--- config.mk ---
export PLATFORM = sky130hd
export DESIGN_NAME = mem_bus_arb
export DESIGN_NICKNAME = d
export VERILOG_FILES = /design/src/rtl/mem_bus_arb.sv
export SDC_FILE = /design/constraint.sdc
export NUM_CORES = 1
export LEC_CHECK = 0
export ABC_AREA = 1
export CORE_UTILIZATION = 34
export CTS_CLUSTER_SIZE = 24
export DETAILED_ROUTE_END_ITERATION = 10
export PLACE_DENSITY = 0.7
export SLEW_MARGIN = 20
export SYNTH_ARGS = -nofsm -noshare
export SYNTH_HDL_FRONTEND = slang
export SYNTH_SLANG_ARGS = --single-unit
export TNS_END_PERCENT = 1
--- constraint.sdc ---
create_clock -name clk -period 1.6 [get_ports clk]
set_input_delay 0.32 -clock clk [delete_from_list [all_inputs] [get_ports clk]]
set_output_delay 0.32 -clock clk [all_outputs]
set_load 0.02 [all_outputs]
--- src/rtl/mem_bus_arb.sv ---
// Arbitrates the core's fetch and data ports onto one req/ack memory port,
// with byte-lane steering for stores and sign/zero extension for loads.
module mem_bus_arb #(
  parameter int unsigned ADDR_W  = 32,
  parameter int unsigned TIMEOUT = 16
) (
  input  logic              clk,
  input  logic              rst,
  input  logic              if_req,
  input  logic [ADDR_W-1:0] if_addr,
  output logic [31:0]       if_rdata,
  output logic              if_ack,
  output logic              if_err,
  input  logic              d_req,
  input  logic              d_we,
  input  logic [2:0]        d_size,
  input  logic [ADDR_W-1:0] d_addr,
  input  logic [31:0]       d_wdata,
  output logic [31:0]       d_rdata,
  output logic              d_ack,
  output logic              d_err,
  output logic              m_req,
  output logic              m_we,
  output logic [ADDR_W-1:0] m_addr,
  output logic [31:0]       m_wdata,
  output logic [3:0]        m_wstrb,
  input  logic [31:0]       m_rdata,
  input  logic              m_ack,
  output logic              stall
);
  typedef enum logic [1:0] {ST_IDLE, ST_BUSY, ST_RESP} state_e;

  localparam int unsigned      CNT_W    = (TIMEOUT > 1) ? $clog2(TIMEOUT) : 1;
  localparam logic [CNT_W-1:0] CNT_LAST = CNT_W'(TIMEOUT - 1);

  state_e            state_q, state_d;
  logic              own_d_q, own_d_d;     // 1: data side owns the transaction
  logic              prio_d_q, prio_d_d;   // 1: data side wins a tie
  logic              bad_q, bad_d;         // misaligned, memory never touched
  logic              m_req_q, m_req_d;
  logic              m_we_q, m_we_d;
  logic [ADDR_W-1:0] m_addr_q, m_addr_d;
  logic [31:0]       m_wdata_q, m_wdata_d;
  logic [3:0]        m_wstrb_q, m_wstrb_d;
  logic [2:0]        size_q, size_d;
  logic [1:0]        alo_q, alo_d;
  logic [CNT_W-1:0]  cnt_q, cnt_d;
  logic [31:0]       rdata_q, rdata_d;
  logic              err_q, err_d;

  logic              gnt_d, gnt_i, d_mis, i_mis, resp;
  logic [3:0]        d_strb;
  logic [31:0]       d_wlanes, lane, load_ext;

  always_comb begin
    d_mis = (d_size[1:0] == 2'b01 && d_addr[0]) || (d_size[1] && d_addr[1:0] != 2'b00);
    i_mis = if_addr[1:0] != 2'b00;
    case (d_size[1:0])
      2'b00: begin
        d_strb   = 4'b0001 << d_addr[1:0];
        d_wlanes = {4{d_wdata[7:0]}};
      end
      2'b01: begin
        d_strb   = 4'b0011 << d_addr[1:0];
        d_wlanes = {2{d_wdata[15:0]}};
      end
      default: begin
        d_strb   = 4'b1111;
        d_wlanes = d_wdata;
      end
    endcase
  end

  always_comb begin
    lane = m_rdata >> {alo_q, 3'b000};
    case (size_q[1:0])
      2'b00:   load_ext = {{24{~size_q[2] & lane[7]}}, lane[7:0]};
      2'b01:   load_ext = {{16{~size_q[2] & lane[15]}}, lane[15:0]};
      default: load_ext = m_rdata;
    endcase
  end

  always_comb begin
    state_d   = state_q;
    own_d_d   = own_d_q;
    prio_d_d  = prio_d_q;
    bad_d     = bad_q;
    m_req_d   = m_req_q;
    m_we_d    = m_we_q;
    m_addr_d  = m_addr_q;
    m_wdata_d = m_wdata_q;
    m_wstrb_d = m_wstrb_q;
    size_d    = size_q;
    alo_d     = alo_q;
    cnt_d     = cnt_q;
    rdata_d   = rdata_q;
    err_d     = err_q;
    gnt_d     = d_req & (~if_req | prio_d_q);
    gnt_i     = if_req & ~gnt_d;

    case (state_q)
      ST_IDLE: begin
        if (gnt_d || gnt_i) begin
          state_d = ST_BUSY;
          own_d_d = gnt_d;
          cnt_d   = '0;
          if (d_req && if_req) prio_d_d = ~gnt_d;
          if (gnt_d) begin
            m_addr_d  = {d_addr[ADDR_W-1:2], 2'b00};
            m_we_d    = d_we;
            m_wdata_d = d_wlanes;
            m_wstrb_d = d_we ? d_strb : 4'b0000;
            size_d    = d_size;
            alo_d     = d_addr[1:0];
            bad_d     = d_mis;
          end else begin
            m_addr_d  = {if_addr[ADDR_W-1:2], 2'b00};
            m_we_d    = 1'b0;
            m_wdata_d = '0;
            m_wstrb_d = 4'b0000;
            size_d    = 3'b010;
            alo_d     = 2'b00;
            bad_d     = i_mis;
          end
          m_req_d = ~bad_d;
        end
      end
      ST_BUSY: begin
        // Misaligned requests pass one cycle here with m_req low, so every
        // response arrives two cycles after the request at the earliest.
        if (bad_q) begin
          state_d = ST_RESP;
          rdata_d = '0;
          err_d   = 1'b1;
        end else if (m_ack) begin
          state_d = ST_RESP;
          m_req_d = 1'b0;
          err_d   = 1'b0;
          if (!own_d_q)   rdata_d = m_rdata;
          else if (m_we_q) rdata_d = '0;
          else             rdata_d = load_ext;
        end else if (TIMEOUT != 0 && cnt_q == CNT_LAST) begin
          state_d = ST_RESP;
          m_req_d = 1'b0;
          rdata_d = '0;
          err_d   = 1'b1;
        end else begin
          cnt_d = cnt_q + 1'b1;
        end
      end
      ST_RESP: begin
        state_d = ST_IDLE;
        bad_d   = 1'b0;
      end
      default: state_d = ST_IDLE;
    endcase
  end

  always_ff @(posedge clk or negedge rst) begin
    if (!rst) begin
      state_q   <= ST_IDLE;
      own_d_q   <= 1'b0;
      prio_d_q  <= 1'b1;
      bad_q     <= 1'b0;
      m_req_q   <= 1'b0;
      m_we_q    <= 1'b0;
      m_addr_q  <= '0;
      m_wdata_q <= '0;
      m_wstrb_q <= '0;
      size_q    <= '0;
      alo_q     <= '0;
      cnt_q     <= '0;
      rdata_q   <= '0;
      err_q     <= 1'b0;
    end else begin
      state_q   <= state_d;
      own_d_q   <= own_d_d;
      prio_d_q  <= prio_d_d;
      bad_q     <= bad_d;
      m_req_q   <= m_req_d;
      m_we_q    <= m_we_d;
      m_addr_q  <= m_addr_d;
      m_wdata_q <= m_wdata_d;
      m_wstrb_q <= m_wstrb_d;
      size_q    <= size_d;
      alo_q     <= alo_d;
      cnt_q     <= cnt_d;
      rdata_q   <= rdata_d;
      err_q     <= err_d;
    end
  end

  assign resp     = state_q == ST_RESP;
  assign if_ack   = resp & ~own_d_q;
  assign d_ack    = resp & own_d_q;
  assign if_rdata = if_ack ? rdata_q : '0;
  assign d_rdata  = d_ack ? rdata_q : '0;
  assign if_err   = if_ack & err_q;
  assign d_err    = d_ack & err_q;
  assign m_req    = m_req_q;
  assign m_we     = m_we_q;
  assign m_addr   = m_addr_q;
  assign m_wdata  = m_wdata_q;
  assign m_wstrb  = m_wstrb_q;
  assign stall    = (if_req & ~if_ack) | (d_req & ~d_ack);

  // A requester must hold its request until it has been acknowledged.
  a_if_hold: assert property (@(posedge clk) disable iff (!rst) (if_req && !if_ack) |=> if_req);
  a_d_hold:  assert property (@(posedge clk) disable iff (!rst) (d_req && !d_ack) |=> d_req);
endmodule
==> impl_metrics.tcl, run 1 <==
set metrics [dict create \
    status "finished, violations left" \
    violations "setup timing" \
    first_pass_iters 5 \
    grt_pass1_vias 6433 \
    crit_fanout 17 \
    hold_viol 0 \
    tightestPinTransition_ns 0.544 \
    synth_xor_area_share_pct 0 \
    setup.worst_path.class "reg2out" \
    power_leakage_nw 4.75 \
    synth_edf_count 0 \
    die_x_um 137 \
    rsz0062_at_grt "true" \
    yosys-top-cells-count "nand2_1, nor2_1, dfrtp_1, a21oi_1, o21ai_0" \
    yosysWarnings 0 \
    avgSynthCellArea_sq_um 7.58 \
    cts_tree "done" \
    synth_most_common_cell "nand2_1" \
    numCtsBuffers 17 \
    fmax_ghz 0.528 \
    nets 1260 \
    worstPathArrival_ns 1.57 \
    slowest_stage "dfrtp_1" \
    crit_path_start_kind "flip-flop" \
    finalNonFillerCells 1360 \
    synth_compound_area_share_pct 17.2 \
    final_area_sq_um 10200 \
    drt.antenna.violating_nets 0 \
    grt_overflow 0 \
    rows 48 \
    worstPathRequired_ns 1.28 \
    synth_cells 814 \
    synth_top_area_cell "dfrtp_1" \
    utilization_pct 58.6 \
    ys_ff_latch 115 \
    totalWireLength_um 20900 \
    timing.final.ws_setup_ns -0.294 \
    min_period_ns 1.89 \
    post-route-period-util_pct 118 \
    antenna_cells 0 \
    h-tree-depth 4 \
    chipHeight_um 137 \
    route.vias.total 6595 \
    wire_per_inst_um 15.4 \
    hp-class "in2async" \
    synth-simple-area-share_pct 26.5 \
    async_reset_ff_share_pct 100 \
    setup_tns_ns -17.31 \
    fin_worst_skew_ns 0.0174 \
    critPathBufInv 5 \
    finalPower_mw 16.8 \
    die-area_sq_um 18700 \
    critPathTopFamily "buffers and inverters" \
    drv_slew 0 \
    ioPinCount 276 \
    clk_path_buf_depth 2 \
    yosysTopAreaCellShare_pct 46.3 \
    grt.total_usage_pct 22.9 \
    core_region_area_sq_um 17500 \
    grt_pass1_wl_um 32800 \
    regArea_sq_um 2880 \
    crit_chain "inv_2 -> nor2_2 -> inv_2 -> nor2_4 -> inv_4 -> buf_12 -> nor2_2 -> buf_6" \
    maxCapViolCount 0 \
    placed_area_sq_um 9620 \
    clock_latency_ns 0.42 \
    place_hpwl_um 15500 \
    grt_max_degree 40 \
    slowest_delay_ns 0.35 \
    cts.sinks 115 \
    vias_per_cell 4.85 \
    cts_root_buf "clkbuf_16" \
    syn_area_sq_um 6170 \
    portBuffers 273 \
    clkSlewWorstSetupHoldPaths_ns 0.06 \
    end_kind "output port" \
    ir_worst_vdd_mv 0.959 \
    synth_ff_type "dfrtp_1" \
    multiInputGateArea_sq_um 2950 \
    power_density_nw_per_um2 1640 \
    synthAdderAreaFrac_pct 0.203 \
    placed_cells 1325 \
    fillCellCount 1607 \
    drc 0 \
    relSlewSlack_pct 63.6 \
    initial_utilization_pct 35.3 \
    ys_types 41 \
    ys_seq_area_share_pct 46.7 \
    synthTopCellsByArea "dfrtp_1, nand2_1, nor2_1" \
    synth_top_family_by_area "simple AND/OR/NAND/NOR gates" \
    place.gp.congestion 0.899 \
    synthMuxAreaShare_pct 0.162 \
    drive_gt1_share_pct 25.5 \
    antenna_found_initial 0 \
    setup_viol 69 \
    area_delta_synth_final_pct 66.1 \
    first_iter_violations 290 \
]
-- worst paths after layout --
path | cells past startpoint | slack, ns | end | start
worst max-delay path | 8 | -0.29 | if_rdata[25] | state_q[1]
max in group asynchronous | 3 | 0.65 | alo_q[1] | rst
min in group clk | 3 | 0.45 | m_addr[17] | d_addr[17]
worst max register to register | 9 | 0.08 | m_wdata[11] | state_q[1]
worst min-delay path | 2 | 0.39 | m_addr[6] | rst
worst min register to register | 2 | 0.48 | rdata_q[25] | rdata_q[25]
-- power breakdown --
part	internal [mW]	switching, mW
clock network	2.33	1.52
registers	4.17	0.727
logic	3.12	4.91
total	9.63	7.16
-- metal layers --
metal  vias up  share of wire (%)  GRT usage [%]
met2       248                 49           38.1
li1       3257                  -              -
met1      3065                 41           27.7
met3        25                8.6           7.33
met5         -                  0              0
met4         0                1.9           8.33
-- layout by cell type (no fill, tap or decap), types with 13 or more instances in the layout --
cell,Yosys,layout
buf_6,8,45
dfrtp_1,114,112
nor2_2,2,66
clkbuf_16,0,17
o21ai_1,28,51
dlygate4sd2_1,0,68
inv_1,64,61
a21oi_1,82,80
o21ai_0,66,42
clkdlybuf4s50_1,0,135
nand2_1,181,177
buf_4,7,73
nand4_1,16,16
nor2_1,127,59
or2_2,13,13
nand3_1,22,22
-- cell families (layout without fill, tap and decap cells) --
kind of cell / Yosys count / in the layout
other: 1 / 2
multiplexers: 1 / 1
buffers and inverters: 119 / 439
AO/OA/AOI/OAI: 198 / 198
AND/OR/NAND/NOR: 379 / 379
adder cells (fa/ha/maj): 1 / 1
flip-flops: 115 / 115
-- stage by stage --
| stage | setup slack (ns) | hold WS (ns) |
|---|---|---|
| after floorplan | -0.0549 | 0.0244 |
| after global placement | -0.368 | 0.270 |
| after detailed placement | -0.378 | 0.272 |
| after CTS | -0.353 | 0.411 |
| after global routing | -0.391 | 0.434 |
| final | -0.294 | 0.389 |
-- flip-flops by register name, summed over array words and instances, names as in the netlist, 2 cells and up --
name	flops
m_wstrb	4
alo_q	2
m_wdata	32
rdata_q	32
m_addr	30
state_q	2
size_q	3
cnt_q	4
-- cell type report --
class	count	area share, %
well taps	225	2.75
flip-flops and latches	115	28.1
inverters	74	2.86
multi-input cells	581	28.8
clock inverters	15	1.67
clock buffers	17	4.15
repair buffers	333	31.6
-- what timing repair did --
action                     CTS  global route
cloned                       1             0
gates resized for setup    433            77
setup buffers                0             1
hold endpoints to repair    20             0
hold buffers                 1             0
setup endpoints to repair  138           142
pin swaps                    1             2
No activity file was read; power rests on OpenSTA's default activity.
==> run 2, diff against run 1 <==
Settings changed: PLACE_DENSITY 0.7 to default, PLACE_DENSITY_LB_ADDON from default to 0.25.
==> run 2 against run 1 <==
Net effect:
- sequential cell count is the same
- core utilization grew 0.37 points
- largest cell class unchanged
- the run still ends with setup timing left
- register-to-register slack gained 0.03 ns
==> impl_metrics.tcl, run 2 (same netlist as run 1, synthesis figures left out) <==
set metrics [dict create \
    power_density_nw_per_um2 1630 \
    tightestPinTransition_ns 0.645 \
    wire_per_inst_um 15.1 \
    grt_overflow 0 \
    initial_utilization_pct 35.3 \
    placed_cells 1334 \
    ir_worst_vdd_mv 0.876 \
    h-tree-depth 4 \
    p_int_mw 9.74 \
    fin_worst_skew_ns 0.00768 \
    antenna_found_initial 0 \
    chipHeight_um 137 \
    clkSlewWorstSetupHoldPaths_ns 0.06 \
    grt_pass1_wl_um 32700 \
    setup_tns_ns -19.89 \
    finalNonFillerCells 1369 \
    rows 48 \
    maxCapViolCount 0 \
    post-route-period-util_pct 122 \
    fillCellCount 1589 \
    clk_path_buf_depth 2 \
    cts_root_buf "clkbuf_16" \
    totalWireLength_um 20700 \
    final_cell_mix "nand2_1, clkdlybuf4s50_1, dfrtp_1" \
    ioPinCount 276 \
    rsz0062_at_grt "true" \
    final_common_cell "nand2_1" \
    grt_pass1_vias 6368 \
    grt.total_usage_pct 22.9 \
    sw_frac_of_total_pct 42.0 \
    drive_gt1_share_pct 25.4 \
    violations "setup timing" \
    first_pass_iters 7 \
    placed_area_sq_um 9720 \
    area_delta_synth_final_pct 67.1 \
    seqPwrFrac_pct 29.2 \
    drt.antenna.violating_nets 0 \
    crit_path_start_kind "flip-flop" \
    status "finished, violations left" \
    power_switching_mw 7.06 \
    crit_fanout 15 \
    comb_power_share_pct 48.6 \
    hp-class "in2async" \
    route.vias.total 6614 \
    core_region_area_sq_um 17500 \
    place_ws_ns -0.473 \
    clock_latency_ns 0.42 \
    holdWs_ns 0.351 \
    place_hpwl_um 15500 \
    drc 0 \
    place.gp.congestion 0.892 \
    utilization_pct 59.0 \
    setup.worst_path.class "reg2out" \
    cts.sinks 115 \
    die-area_sq_um 18700 \
    timing.final.ws_setup_ns -0.349 \
    worstPathArrival_ns 1.63 \
    finalPower_mw 16.8 \
    setup_viol 69 \
    numCtsBuffers 17 \
    power_leakage_nw 4.80 \
    portBuffers 273 \
    worstPathRequired_ns 1.28 \
    first_iter_violations 297 \
    grt_max_degree 43 \
    relSlewSlack_pct 56.8 \
    cts_tree "done" \
    end_kind "output port" \
    vias_per_cell 4.83 \
    hold_viol 0 \
    die_x_um 137 \
    final_area_sq_um 10300 \
    min_period_ns 1.95 \
    fmax_ghz 0.513 \
    antenna_cells 0 \
    p_clk_share_pct 22.1 \
    drv_slew 0 \
    nets 1269 \
]
==> run 2: cell types whose count changed in the layout (fill, tap and decap cells not counted), sizes merged <==
cell	previous run	this run
inv	81	74
clkinvlp	4	5
clkbuf	17	19
clkinv	2	6
buf	129	138
==> run 2: power groups by stage <==
stage / Sequential (mW) / Combinational, mW / Clock, mW
after floorplan: 5.78 / 3.79 / 0
after CTS: 4.91 / 8.14 / 3.81
after global routing: 5.07 / 8.96 / 3.95
after global placement: 4.92 / 8.51 / 0
after detailed placement: 4.95 / 8.58 / 0
final: 4.91 / 8.17 / 3.72
==> run 2: critical path, stage by stage (launching register included) <==
cell,delay (ns)
dfrtp_1,0.38
nor2_2,0.12
inv_2,0.07
nor2_4,0.12
clkinv_4,0.11
buf_12,0.17
nor2_2,0.09
buf_4,0.14
==> run 2: metal layers <==
| layer | share of wire, % | vias up | track usage, % |
|---|---|---|---|
| li1 | - | 3272 | - |
| met1 | 41 | 3065 | 27.6 |
| met2 | 49 | 251 | 37.9 |
| met3 | 8.7 | 26 | 8.33 |
| met4 | 1.6 | 0 | 7.22 |
| met5 | 0 | - | 0 |
==> run 2: layout make-up <==
class / count / area [sq um] / area share (%)
Timing Repair Buffer: 342 / 3330 / 32.3
Tap cell: 225 / 282 / 2.73
Clock buffer: 19 / 443 / 4.30
Clock inverter: 13 / 135 / 1.31
Sequential cell: 115 / 2880 / 27.9
Multi-Input combinational cell: 581 / 2940 / 28.6
Inverter: 74 / 290 / 2.82
==> run 2: timing repair <==
item                                   in CTS  in global routing
setup endpoints to repair                 138                109
pin swaps                                   1                  1
buffers inserted                            0                  1
hold buffers                                1                  0
cloned                                      1                  0
endpoints found under the hold margin      19                  0
gates resized for setup                   432                 45
==> run 2: path summary, 6_finish.rpt <==
| check | start | endpoint | slack [ns] | depth (start not counted) |
|---|---|---|---|---|
| min | rst | rdata_q[4] | 0.35 | 2 |
| max reg2reg | state_q[1] | m_addr[20] | 0.11 | 7 |
| min reg2reg | m_wdata[7] | m_wdata[7] | 0.48 | 2 |
| max | state_q[0] | if_rdata[7] | -0.35 | 7 |
| max in group asynchronous | rst | prio_d_q | 0.66 | 3 |
| min in group clk | d_addr[16] | m_addr[16] | 0.45 | 3 |
